**config.mk**
```make
export PLATFORM = sky130hd
export DESIGN_NAME = sm_mem_stream_tester
export DESIGN_NICKNAME = d
export VERILOG_FILES = /design/src/rtl/sm_mem_stream_tester.sv
export SDC_FILE = /design/constraint.sdc
export NUM_CORES = 1
export LEC_CHECK = 0
export ABC_AREA = 1
export BUFFER_PORTS_ARGS = -buffer_cell sky130_fd_sc_hd__buf_2
export CAP_MARGIN = 25
export CORE_MARGIN = 2
export CORE_UTILIZATION = 50
export DETAILED_ROUTE_END_ITERATION = 10
export PLACE_DENSITY = 0.82
export SYNTH_ARGS = -nofsm -noshare
export SYNTH_HDL_FRONTEND = slang
export SYNTH_SLANG_ARGS = --single-unit
```
**constraint.sdc**
```tcl
create_clock -name clk -period 2.2 [get_ports clk]
set_clock_uncertainty 0.2 [all_clocks]
set_input_delay 0.22 -clock clk [delete_from_list [all_inputs] [get_ports clk]]
set_output_delay 0.22 -clock clk [all_outputs]
set_load 0.01 [all_outputs]
```
**src/rtl/sm_mem_stream_tester.sv**
```systemverilog
// ============================================================================
// Module   : sm_mem_stream_tester
// Brief    : Self-checking memory traffic generator. Writes a seeded pattern
//            to consecutive words, reads it back and counts mismatches.
//            Optional macro SM_MEM_STREAM_TESTER_RANDGAP_EN adds LFSR-driven
//            request/response bubbles.
// Revision : 1.0 - initial release
// ============================================================================
`default_nettype none

`ifndef SM_MEM_LEN_NBITS
`define SM_MEM_LEN_NBITS(d) (((d) > 8) ? $clog2((d)/8) : 1)
`endif
`ifndef SM_MEM_REQ_MSG_NBITS
`define SM_MEM_REQ_MSG_NBITS(o,a,d) (1 + (o) + (a) + `SM_MEM_LEN_NBITS(d) + (d))
`endif
`ifndef SM_MEM_RESP_MSG_NBITS
`define SM_MEM_RESP_MSG_NBITS(o,d) (1 + (o) + `SM_MEM_LEN_NBITS(d) + (d))
`endif

module sm_mem_stream_tester #(
    parameter int          p_opaque_nbits = 8,
    parameter int          p_addr_nbits   = 32,
    parameter int          p_data_nbits   = 32,
    parameter int          p_num_words    = 16,
    parameter int unsigned p_base_addr    = 32'h0000_0000,
    parameter int unsigned p_seed         = 32'h0000_1000,
    parameter int          p_max_inflight = 4
) (
    input  logic clk,
    input  logic reset,
    input  logic go,
    output logic memreq_val,
    input  logic memreq_rdy,
    output logic [`SM_MEM_REQ_MSG_NBITS(p_opaque_nbits,p_addr_nbits,p_data_nbits)-1:0] memreq_msg,
    input  logic memresp_val,
    output logic memresp_rdy,
    input  logic [`SM_MEM_RESP_MSG_NBITS(p_opaque_nbits,p_data_nbits)-1:0] memresp_msg,
    output logic done,
    output logic pass,
    output logic [15:0] num_errors
);

    localparam int c_len_nbits   = `SM_MEM_LEN_NBITS(p_data_nbits);
    localparam int c_word_bytes  = p_data_nbits / 8;
    localparam int c_last_index  = p_num_words - 1;

    typedef enum logic [2:0] {
        ST_IDLE   = 3'd0,
        ST_WRITE  = 3'd1,
        ST_WDRAIN = 3'd2,
        ST_READ   = 3'd3,
        ST_RDRAIN = 3'd4,
        ST_DONE   = 3'd5
    } state_t;

    state_t      r_state;
    logic [31:0] r_issue_idx;
    logic [31:0] r_resp_idx;
    logic [3:0]  r_inflight;
    logic [15:0] r_num_errors;
    logic [3:0]  w_inflight_next;
    logic        w_req_gap;
    logic        w_resp_gap;

`ifdef SM_MEM_STREAM_TESTER_RANDGAP_EN
    logic [15:0] r_lfsr;

    always_ff @(posedge clk) begin
        if (reset) begin
            r_lfsr <= 16'hACE1;
        end else begin
            r_lfsr <= {r_lfsr[14:0], r_lfsr[15] ^ r_lfsr[13] ^ r_lfsr[12] ^ r_lfsr[10]};
        end
    end

    assign w_req_gap  = (r_lfsr[1:0] == 2'b00);
    assign w_resp_gap = (r_lfsr[3:2] == 2'b00);
`else
    assign w_req_gap  = 1'b0;
    assign w_resp_gap = 1'b0;
`endif

    logic w_write_phase;
    logic w_req_fire;
    logic w_resp_fire;
    logic w_last_issue;

    assign w_write_phase = (r_state == ST_WRITE) || (r_state == ST_WDRAIN);
    assign memreq_val    = ((r_state == ST_WRITE) || (r_state == ST_READ)) &&
                           (r_inflight < 4'(p_max_inflight)) && !w_req_gap;
    assign memresp_rdy   = (r_state != ST_IDLE) && (r_state != ST_DONE) && !w_resp_gap;
    assign w_req_fire    = memreq_val && memreq_rdy;
    assign w_resp_fire   = memresp_val && memresp_rdy;
    assign w_last_issue  = (r_issue_idx == 32'(c_last_index));

    // Request fields derive only from registered index/state, so the message
    // holds steady for as long as the memory back-pressures.
    logic                      w_req_type;
    logic [p_addr_nbits-1:0]   w_req_addr;
    logic [p_data_nbits-1:0]   w_req_data;

    assign w_req_type = (r_state == ST_WRITE);
    assign w_req_addr = p_addr_nbits'(p_base_addr) +
                        p_addr_nbits'(r_issue_idx) * p_addr_nbits'(c_word_bytes);
    assign w_req_data = w_req_type ? (p_data_nbits'(p_seed) + p_data_nbits'(r_issue_idx))
                                   : '0;
    assign memreq_msg = {w_req_type, r_issue_idx[p_opaque_nbits-1:0], w_req_addr,
                         c_len_nbits'(0), w_req_data};

    logic                      w_resp_type;
    logic [p_opaque_nbits-1:0] w_resp_opaque;
    logic [c_len_nbits-1:0]    w_resp_len;
    logic [p_data_nbits-1:0]   w_resp_data;
    logic                      w_unused_resp_len;
    logic                      w_resp_bad;

    assign {w_resp_type, w_resp_opaque, w_resp_len, w_resp_data} = memresp_msg;
    assign w_unused_resp_len = ^w_resp_len;

    // A response with nothing outstanding is itself an error; all faults on
    // one response collapse into a single count.
    assign w_resp_bad = (w_resp_type != w_write_phase) ||
                        (w_resp_opaque != r_resp_idx[p_opaque_nbits-1:0]) ||
                        (!w_write_phase &&
                         (w_resp_data != p_data_nbits'(p_seed) + p_data_nbits'(r_resp_idx))) ||
                        (r_inflight == 4'd0);

    always_comb begin
        w_inflight_next = r_inflight;
        if (w_req_fire && !(w_resp_fire && r_inflight != 4'd0)) begin
            w_inflight_next = r_inflight + 4'd1;
        end else if (!w_req_fire && w_resp_fire && r_inflight != 4'd0) begin
            w_inflight_next = r_inflight - 4'd1;
        end
    end

    always_ff @(posedge clk) begin
        if (reset) begin
            r_state      <= ST_IDLE;
            r_issue_idx  <= '0;
            r_resp_idx   <= '0;
            r_inflight   <= '0;
            r_num_errors <= '0;
        end else begin
            if (w_resp_fire) begin
                r_resp_idx <= r_resp_idx + 32'd1;
                if (w_resp_bad && r_num_errors != 16'hFFFF) begin
                    r_num_errors <= r_num_errors + 16'd1;
                end
            end
            if (w_req_fire) begin
                r_issue_idx <= r_issue_idx + 32'd1;
            end
            r_inflight <= w_inflight_next;

            // Later assignments here take priority over the updates above.
            case (r_state)
                ST_IDLE, ST_DONE: begin
                    if (go) begin
                        r_state      <= ST_WRITE;
                        r_num_errors <= '0;
                        r_issue_idx  <= '0;
                        r_resp_idx   <= '0;
                        r_inflight   <= '0;
                    end
                end
                ST_WRITE: begin
                    if (w_req_fire && w_last_issue) r_state <= ST_WDRAIN;
                end
                ST_WDRAIN: begin
                    if (r_inflight == 4'd0) begin
                        r_state     <= ST_READ;
                        r_issue_idx <= '0;
                        r_resp_idx  <= '0;
                    end
                end
                ST_READ: begin
                    if (w_req_fire && w_last_issue) r_state <= ST_RDRAIN;
                end
                ST_RDRAIN: begin
                    if (r_inflight == 4'd0) r_state <= ST_DONE;
                end
                default: r_state <= ST_IDLE;
            endcase
        end
    end

    assign done       = (r_state == ST_DONE);
    assign pass       = done && (r_num_errors == 16'd0);
    assign num_errors = r_num_errors;

endmodule

`default_nettype wire

```
==> results by group <==
Critical path
  – Max incr delay on CP: ~0.39 ns
  – Crit Path Class: reg2out
  – CP Data Arrival Time: about 2.3 ns
  – Cells along the critical path: ha_4 > nand2_4 > nor2_4 > inv_2 > nor4_2 > buf_4 > inv_1 > nor2_4 > nand2_1 > nor2_1 > nor3_1 > buf_2
  – Critical path capture point type: output pin
  – Reg2Reg Setup Slack: -0.50 ns
  – Critical path startpoint category: flip-flop
  – RR Endpoint: r_issue_idx[23]
  – Bufs and invs on worst path: 4
  – RR Startpoint: r_state[0]
  – CP max FO: 3
  – Slowest stage cell, crit path: nor4_2
  – CP dominant cell by count: nor2_4
  – R2r worst-path depth: 17
  – Top delay family on crit path: simple AND/OR/NAND/NOR gates
  – Worst EP required: about 1.8 ns

STA
  – Fin crit share: 1.25
  – RSZ-0062 raised after global routing: yes
  – Setup TNS: -16.46 ns
  – Final Hold Vio Count: 0
  – # setup viols final: 75
  – Final setup margin: -0.553 ns
  – Slew @ Worst Pin: just under 0.9 ns
  – Max-slew headroom: 0.417
  – Min Tclk post-route: ~2.8 ns
  – Max Fclk: between 300 and 400 MHz
  – Max Slew Vio Count: 0

Clock tree
  – Clock buffer depth: 2
  – H-tree Lvls: 3
  – Clock tree sinks: between 80 and 90
  – Root Buffer: clkbuf_16
  – TritonCTS Buffers: 9
  – Clk_lat worst skew: ~0.36 ns
  – Clk slew on worst S/H paths: approximately 0.070 ns
  – CTS tree: done

Floorplanning
  – Die area: 13600 sq um
  – Num rows: 41
  – Die Width: about 120 um
  – Core Area: ~13000 sq um
  – Die Span Y: 117 um
  – IO Count: about 140
  – Initial core utilization: 0.507

Pwr
  – P per Cell Area: 592 nW/um^2
  – Leakage Power: roughly 4.8 nW
  – VDD IR-drop max: around 0.47 mV

Synthesis
  – Mapped Cells: ~990
  – Post-synth ARST share: 0
  – Post-synth EDFFs: 0
  – Yosys warnings: 0
  – Share of the yosys chip area belonging to registers: 0.275
  – Top FF cell, synth: dfxtp_1
  – Flop and latch count out of synthesis: 87
  – Mapped Area: ~6300 sq um
  – Avg Cell Area, Syn: ~6.4 sq um
  – Yosys cell types: 54

Detailed routing
  – Wirelength per Cell: 17.7 um
  – Vias after detailed routing: 8272
  – DR vias/cell: roughly 5.6
  – 1st-iter DRT viols: 872
  – DRC Markers: 0
  – First-pass DRT Iterations: 6
  – Routed wire length: about 26 mm
  – Final ANT Viol Nets: 0

GRT
  – First-pass GRT wire length: ~33 mm
  – Vias in the first global route: just over 7000
  – Maximum number of pins on one net before global-route repair: 27
  – Antenna violations before repair: 1
  – Gr usage total: 0.303
  – GR Overflow Total: 0

Finish
  – Area Overhead vs Synth: 55.7%
  – ANT cells: 0
  – Nets@finish: between 1000 and 1500
  – Share of layout cells above drive strength 1: 0.471
  – Reg area: ~1800 sq um
  – Fill cells: about 750
  – Multi-input logic area: ~4500 sq um

Hold path
  – Hold path cells: 4
  – Hold crit path type: in2reg
  – Hold path endpoint: r_resp_idx[0]
  – Worst Min Path Start: go

Job
  – Max_cap viols: 0

Placed design
  – DP Worst Slack: -0.188 ns
  – RePlAce Congestion: roughly 0.98
  – Final HPWL DP: roughly 14 mm
  – Buffers on Ports: approximately 140

Run status
  – Failing checks: setup timing
  – Status: finished with violations
==> per-layer routing <==
metal	wire length (um)	vias up	global-route usage	part of all wire
met5	0	-	0	0
met4	1820	0	0.144	0.070
met3	2790	199	0.0701	0.11
met2	12000	594	0.502	0.46
met1	9440	3759	0.373	0.36
li1	-	3720	-	-
==> through the flow <==
| step | std cells | instance area (sq um) | total power [mW] | utilization | hold WS (ns) |
|---|---|---|---|---|---|
| 6_report | 1469 | 9880 | 5.85 | 0.789 | 0.0157 |
| 3_3_place_gp | 1380 | 7940 | 3.54 | 0.635 | 0.248 |
| 4_1_cts | 1450 | 9060 | 5.19 | 0.724 | 0.0153 |
| 2_1_floorplan | 990 | 6370 | 2.85 | - | 0.0987 |
| 5_1_grt | 1469 | 9880 | 6.05 | 0.789 | 0.0224 |
| 3_5_place_dp | 1380 | 7940 | 3.58 | 0.635 | 0.254 |
==> placed cells by master (no fill, tap or decap), types with 31 or more instances in the layout <==
| cell type | count |
|---|---|
| nand2_1 | 142 |
| a21oi_1 | 31 |
| nor2_1 | 101 |
| nand2_2 | 42 |
| buf_4 | 174 |
| buf_6 | 32 |
| dfxtp_1 | 69 |
| inv_1 | 133 |
| buf_2 | 135 |
| nor2_4 | 35 |
==> worst max path at each step <==
stage,start,end,slack (ns),cells past startpoint
finish,r_issue_idx[12],memreq_msg[28],-0.55,12
global route,r_issue_idx[12],memreq_msg[28],-0.60,12
CTS,r_issue_idx[13],memreq_msg[30],-0.36,15
detailed placement,r_resp_idx[18],num_errors[12],-0.19,15
global placement,r_resp_idx[13],num_errors[12],-0.10,13
floorplan,r_resp_idx[13],num_errors[1],-0.003,16
==> layout make-up <==
class                      count  share of cell area
inverter                     165              0.0655
clock buffer                  12              0.0250
tap                          172              0.0218
sequential                    87               0.179
clock inverter                 3             0.00203
multi-input combinational    683               0.459
timing repair buffer         347               0.247
==> timing repair <==
action	in CTS	in global routing
endpoints found under the setup margin	59	106
resized for setup	141	192
pin swaps	60	88
hold buffers	1	0
endpoints found under the hold margin	1	0
gates cloned	1	0
setup buffers	57	33
==> cells in the mapped netlist, types with 2 or more instances <==
master	n	share of area
a211oi_1	3	0.0035
a21oi_1	51	0.040
a31oi_1	5	0.0049
and3_1	2	0.0020
buf_4	43	0.051
clkbuf_1	8	0.0047
clkbuf_2	2	0.0016
clkinv_1	2	0.0012
dfxtp_1	87	0.27
ha_1	9	0.018
inv_1	151	0.089
inv_2	10	0.0059
nand2_1	190	0.11
nand2_2	10	0.0099
nand2_4	3	0.0053
nand2b_1	2	0.0020
nand3_1	43	0.034
nand3_2	2	0.0032
nand3_4	3	0.0083
nand3b_1	3	0.0035
nand4_1	21	0.021
nor2_1	138	0.082
nor2_2	11	0.011
nor2_4	9	0.016
nor3_1	25	0.020
nor3_2	2	0.0032
nor3_4	2	0.0051
nor3b_1	2	0.0024
nor4_1	13	0.013
o211ai_1	4	0.0047
o21a_1	2	0.0024
o21ai_0	46	0.036
o21ai_1	9	0.0071
o21bai_1	4	0.0047
o221ai_1	2	0.0028
or2_2	2	0.0020
xnor2_1	23	0.032
xor2_1	27	0.037
==> worst register-to-register path: stages (launching register included) <==
cell and delay (ns):
dfxtp_4 0.37, inv_4 0.05, nor2_4 0.14, nand3_4 0.13, inv_4 0.09, nand2_4 0.05, nor2_4 0.09, nand2_2 0.08
nor2_4 0.13, nand2_2 0.09, nor3_4 0.22, nand2_2 0.12, inv_2 0.11, nand2_4 0.07, nor2_4 0.19, a21oi_2 0.09
o211ai_1 0.23, inv_1 0.12
==> report_power, final <==
part	switching, mW	internal [mW]	total [mW]
clock	0.697	0.790	1.49
sequential	0.0843	1.66	1.74
combinational	1.53	1.09	2.62
total	2.31	3.54	5.85
==> state kept, by name, indices dropped and copies added (netlist names) <==
register / flops
r_issue_idx: 32
r_inflight: 4
num_errors: 16
r_state: 3
r_resp_idx: 32
==> kinds of logic (layout without fill, tap and decap cells) <==
kind of cell / Yosys count / count (layout) / synth area share
xor+xnor: 50 / 50 / 0.0690
fa+ha+maj: 9 / 9 / 0.0177
other cells: 1 / 4 / 0.000591
buf+inv: 220 / 527 / 0.157
simple gates: 488 / 488 / 0.366
flops: 87 / 87 / 0.275
compound gates: 132 / 132 / 0.115
(Power assumes the default switching activity.)
